--- config.mk ---
export PLATFORM = sky130hd
export DESIGN_NAME = data_mem_seq
export DESIGN_NICKNAME = d
export VERILOG_FILES = /design/src/rtl/data_mem_seq.sv
export SDC_FILE = /design/constraint.sdc
export NUM_CORES = 2
export LEC_CHECK = 0
export CAP_MARGIN = 20
export CORE_ASPECT_RATIO = 0.5
export CORE_MARGIN = 2
export CORE_UTILIZATION = 59
export DETAILED_ROUTE_END_ITERATION = 8
export GPL_TIMING_DRIVEN = 1
export PLACE_DENSITY = 0.75
export SLEW_MARGIN = 20
export SYNTH_ARGS = -nofsm -noshare
export SYNTH_HDL_FRONTEND = slang
export SYNTH_SLANG_ARGS = --single-unit
--- constraint.sdc ---
create_clock -name Clk -period 10 [get_ports Clk]
set_clock_uncertainty 0.2 [all_clocks]
set_input_delay 2 -clock Clk [delete_from_list [all_inputs] [get_ports Clk]]
set_output_delay 2 -clock Clk [all_outputs]
set_load 0.1 [all_outputs]
--- src/rtl/data_mem_seq.sv ---
// data_mem_seq: data memory with a sequential clear/preset init engine and busy/done status
module data_mem_seq #(
    parameter int W       = 8,
    parameter int D       = 8,
    parameter int RD_LAT  = 0,
    parameter int CLR_LO  = 128,
    parameter int CLR_HI  = 255,
    parameter int CLR_VAL = 0,
    parameter int PRE_A0  = 16,
    parameter int PRE_V0  = 254,
    parameter int PRE_A1  = 244,
    parameter int PRE_V1  = 5
) (
    input  logic         Clk,
    input  logic         Reset_n,
    input  logic         WriteEn,
    input  logic [D-1:0] DataAddress,
    input  logic [W-1:0] DataIn,
    input  logic         InitReq,
    output logic [W-1:0] DataOut,
    output logic         Busy,
    output logic         InitDone
);
    typedef enum logic [1:0] {CLEAR, PRE0, PRE1, READY} state_t;

    state_t       state_q, state_d;
    logic [D-1:0] ptr_q, ptr_d;
    logic         busy_q, done_q;
    logic         we;
    logic [D-1:0] wa;
    logic [W-1:0] wd;
    logic [W-1:0] mem [2**D];

    if (!(CLR_LO >= 0 && CLR_LO <= CLR_HI && CLR_HI < 2**D && PRE_A0 >= 0 && PRE_A0 < 2**D &&
          PRE_A1 >= 0 && PRE_A1 < 2**D && (RD_LAT == 0 || RD_LAT == 1))) begin : g_param_err
        $error("data_mem_seq: illegal parameter combination");
    end

    // Next state and write-port ownership: the init engine drives the port until READY
    always_comb begin
        state_d = state_q;
        ptr_d   = ptr_q;
        we      = 1'b0;
        wa      = '0;
        wd      = '0;
        case (state_q)
            CLEAR: begin
                we      = 1'b1;
                wa      = ptr_q;
                wd      = W'(CLR_VAL);
                state_d = (ptr_q == D'(CLR_HI)) ? PRE0 : CLEAR;
                ptr_d   = (ptr_q == D'(CLR_HI)) ? ptr_q : ptr_q + 1'b1;
            end
            PRE0: begin
                we      = 1'b1;
                wa      = D'(PRE_A0);
                wd      = W'(PRE_V0);
                state_d = PRE1;
            end
            PRE1: begin
                we      = 1'b1;
                wa      = D'(PRE_A1);
                wd      = W'(PRE_V1);
                state_d = READY;
            end
            default: begin
                we      = WriteEn;
                wa      = DataAddress;
                wd      = DataIn;
                state_d = InitReq ? CLEAR : READY;
                ptr_d   = InitReq ? D'(CLR_LO) : ptr_q;
            end
        endcase
    end

    // Engine state and registered status flags, restarted by reset
    always_ff @(posedge Clk) begin
        if (!Reset_n) begin
            state_q <= CLEAR;
            ptr_q   <= D'(CLR_LO);
            busy_q  <= 1'b1;
            done_q  <= 1'b0;
        end else begin
            state_q <= state_d;
            ptr_q   <= ptr_d;
            busy_q  <= (state_d != READY);
            done_q  <= (state_d == READY);
        end
    end

    // Storage array; contents survive reset, no write happens while reset is held
    always_ff @(posedge Clk) begin
        if (Reset_n && we)
            mem[wa] <= wd;
    end

    if (RD_LAT == 0) begin : g_comb_rd
        assign DataOut = mem[DataAddress];
    end else begin : g_reg_rd
        logic [W-1:0] rd_q;
        // Registered read returns pre-write contents on a same-address collision
        always_ff @(posedge Clk) begin
            if (!Reset_n)
                rd_q <= '0;
            else
                rd_q <= mem[DataAddress];
        end
        assign DataOut = rd_q;
    end

    assign Busy     = busy_q;
    assign InitDone = done_q;
endmodule

==> summary.md <==
| Metric | Value |
|---|---|
| Initial antenna violation count | `10` |
| Hold crit path type | `reg -> reg` |
| WP data arrival | `6.51 ns` |
| Setup TNS | `0 ns` |
| Top FF cell, synth | `edfxtp_1` |
| R2R depth | `7` |
| Total grt overflow | `0` |
| Crit path buffers/inverters | `4` |
| P_sw | `3.43 mW` |
| Final worst slack | `1.29 ns` |
| Core ar. | `135,000 sq um` |
| Crit path cell chain | `buf_8, buf_12, nand2_1, a211oi_1, a221oi_1, a2111oi_0, nor4b_1, nor4_1, buf_4, buf_4` |
| Post-synth EDFFs | `2,048` |
| Largest net degree at the start of global routing | `257` |
| Setup CP Type | `in -> out` |
| Seq/Total Area, Yosys | `76.9%` |
| Setup Fix Bufs, Post-CTS | `0` |
| TritonRoute pass-1 iters | `6` |
| Global-route wire length before repair | `281 mm` |
| Worst Setup SP | `DataAddress[1]` |
| Sw frac | `20.7%` |
| Leak Pwr | `24.5 nW` |
| CTS resizes | `0` |
| I/O pins | `30` |
| Syn Area/Cell | `20.8 sq um` |
| Worst-path fanout max | `71` |
| Final setup viols | `0` |
| CTS tree | `built` |
| Crit path top cell by count | `buf_4` |
| Vias per cell | `6.93` |
| Total stage count of the critical path | `10` |
| # nets final | `3,930` |
| Remaining DRCs | `0` |
| Wire per inst | `33.4 um` |
| Max VDD drop | `0.159 mV` |
| Worst Hold Launch | `ptr_q[6]$_SDFFE_PN0P_` |
| Clk pwr share | `40.0%` |
| Critical path's slowest cell | `nor4b_1` |
| Worst path top cell family by delay | `simple AND/OR/NAND/NOR gates` |
| Ys async rst share | `0%` |
| Worst setup SP type | `primary input` |
| Via count | `40,500` |
| Worst-Margin Slew | `1.22 ns` |
| Pre-CTS worst setup slack | `1.49 ns` |
| # hold bufs at CTS | `0` |
| Synthesized Nets | `3,883` |
| Share of layout cells above drive strength 1 | `19.6%` |
| Status | `completed` |
| Drt total wl | `195 mm` |
| Final hold vios | `0` |
| Internal power | `13.2 mW` |
| Max Freq | `115 MHz` |
| Row count | `95` |
| Number of global-route vias before repair | `39,500` |
| Seq pwr share | `56.3%` |
| Reg2reg setup slack | `5.59 ns` |
| Fin. max-slew vios | `0` |
| Clk_lat worst skew | `0.80 ns` |
| Die height | `265 um` |
| CTS sink count | `2,060` |
| H-Tree Level Count | `4` |
| Worst path max stage delay | `0.99 ns` |
| RR Startpoint | `state_q[0]$_SDFF_PN0_` |
| Initial Utilization | `59.6%` |
| Setup crit end kind | `primary output` |
| CTS root buf | `clkbuf_16` |
| # port buffers | `29` |
| Power Dens Cells | `189 nW/um^2` |
| Post-route minimum period | `8.71 ns` |
| Die ar. | `139,000 sq um` |
| CTS Buffer Depth | `3` |
| Worst Setup EP | `DataOut[1]` |
| Fillers | `8,328` |
| Slew headroom | `17.8%` |
| Max Cap Viol | `0` |
| Comb pwr share | `3.6%` |
| RSZ-0062 raised after global routing | `no` |
| RePlAce Congestion | `0.909` |
| CP required | `7.80 ns` |
| Layout area overhead | `9.21%` |
| Ys Warns | `0` |
| CTS clk-pin slew, worst paths | `0.07 ns` |
| Reg-to-reg endpoint | `mem[12][7]$_DFFE_PP_` |
| Final ANT Viol Nets | `0` |
| HPWL Detailed | `115 mm` |
| Gate Count Post-Synth | `3,858` |
| Mapped Area | `80,300 sq um` |
| Crit share post-route | `87.1%` |
| Synth cell types | `60` |
| Total Routing Usage GR | `28.2%` |
| Flops & latches, synth | `2,060` |
| Overall die width | `526 um` |
| 1st-iter DRT viols | `6,535` |
| TritonCTS buffer count | `169` |
-- power by group through the flow --
stage | Sequential (mW) | Clock (mW) | Combinational [mW]
6_report | 9.35 | 6.65 | 0.604
5_1_grt | 9.34 | 6.99 | 0.620
4_1_cts | 9.35 | 6.67 | 0.594
3_5_place_dp | 9.54 | 0 | 0.591
3_3_place_gp | 9.54 | 0 | 0.588
2_1_floorplan | 9.54 | 0 | 0.401
-- kinds of logic (layout without fill, tap and decap cells) --
family	Yosys count	in the layout	synth area share (%)
flip-flops	2060	2060	76.9
AO/OA/AOI/OAI	425	425	3.65
buffers and inverters	245	429	1.94
multiplexers	599	599	14.5
AND/OR/NAND/NOR	520	520	2.81
other	0	2	0
adder cells (fa/ha/maj)	5	5	0.0779
XOR/XNOR	4	4	0.0436
-- layout by cell type, fill, tap and decap left out, types with 6 or more instances in the layout --
cell type and n:
nor2b_1 13, mux4_2 427, o21a_1 8, mux4_1 20, buf_12 13, a32oi_1 6, o21ai_0 23, buf_4 79
clkbuf_16 174, nor3_1 20, clkinvlp_4 8, nand4_1 14, nor4_1 18, bufinv_16 16, o221ai_1 38, nand2b_1 11
clkdlybuf4s50_1 17, o211ai_1 6, o22ai_1 34, a22oi_1 132, a31oi_1 7, inv_6 7, nor2_1 289, clkinv_1 37
a211oi_1 14, mux2i_1 143, dfxtp_1 12, a21oi_1 109, nand3_1 12, nand2_1 102, a32o_1 6, clkbuf_1 33
mux2_2 7, clkinv_2 26, a221oi_1 15, edfxtp_1 2048
-- flip-flops by register name, summed over array words and instances, names as in the netlist --
register  count
mem        2048
ptr_q         8
state_q       2
Busy          1
InitDone      1
-- metal layers --
| metal | track usage (%) | routed length (um) |
|---|---|---|
| met5 | 0 | 40 |
| met1 | 40.9 | 72800 |
| met3 | 7.87 | 26300 |
| met2 | 42.4 | 89700 |
| met4 | 8.63 | 5820 |
-- cell type report --
class                           count  area, sq um  area share (%)
Multi-Input combinational cell   1553        17100            19.5
Sequential cell                  2060        61700            70.4
Inverter                            6         22.5          0.0257
Antenna cell                        2         5.00         0.00571
Tap cell                         1794         2240            2.56
Clock inverter                    100          947            1.08
Timing Repair Buffer              115         1110            1.26
Clock buffer                      208         4490            5.12
-- synthesized netlist by cell type, types with 23 or more instances --
| master | number | share of area (%) |
|---|---|---|
| nor2_1 | 290 | 1.4 |
| mux4_2 | 427 | 12 |
| edfxtp_1 | 2048 | 77 |
| a21oi_1 | 109 | 0.68 |
| a22oi_1 | 132 | 1.2 |
| clkbuf_1 | 98 | 0.46 |
| o22ai_1 | 34 | 0.27 |
| buf_4 | 24 | 0.22 |
| mux2i_1 | 143 | 1.8 |
| buf_6 | 25 | 0.35 |
| nand2_1 | 108 | 0.51 |
| o221ai_1 | 38 | 0.41 |
| buf_2 | 61 | 0.38 |
| o21ai_0 | 23 | 0.14 |
-- tightest hold or removal path, cell delays in order (launching register included) --
cell	delay, ns
dfxtp_1	0.34
o21ai_0	0.09
a21oi_1	0.07
-- per-stage QoR --
stage / instance area, sq um / std cells / hold WS (ns) / total power [mW] / utilization, %
after floorplan: 80300 / 3858 / 0.285 / 9.94 / -
after global placement: 82100 / 5527 / 0.301 / 10.1 / 61.0
after detailed placement: 82200 / 5527 / 0.321 / 10.1 / 61.0
after CTS: 87600 / 5835 / 0.345 / 16.6 / 65.0
after global routing: 87600 / 5836 / 0.351 / 17.0 / 65.1
final: 87700 / 5838 / 0.347 / 16.6 / 65.1
-- how the worst min path moves through the flow --
stage | end | slack, ns | cells after the start
3_5_place_dp | ptr_q[6]$_SDFFE_PN0P_ | 0.32 | 2
5_1_grt | ptr_q[4]$_SDFFE_PN0P_ | 0.35 | 2
2_1_floorplan | ptr_q[4]$_SDFFE_PN0P_ | 0.28 | 2
3_3_place_gp | ptr_q[6]$_SDFFE_PN0P_ | 0.30 | 2
4_1_cts | ptr_q[6]$_SDFFE_PN0P_ | 0.34 | 2
6_report | ptr_q[6]$_SDFFE_PN0P_ | 0.35 | 2
Power figures use the tool's default switching activity.
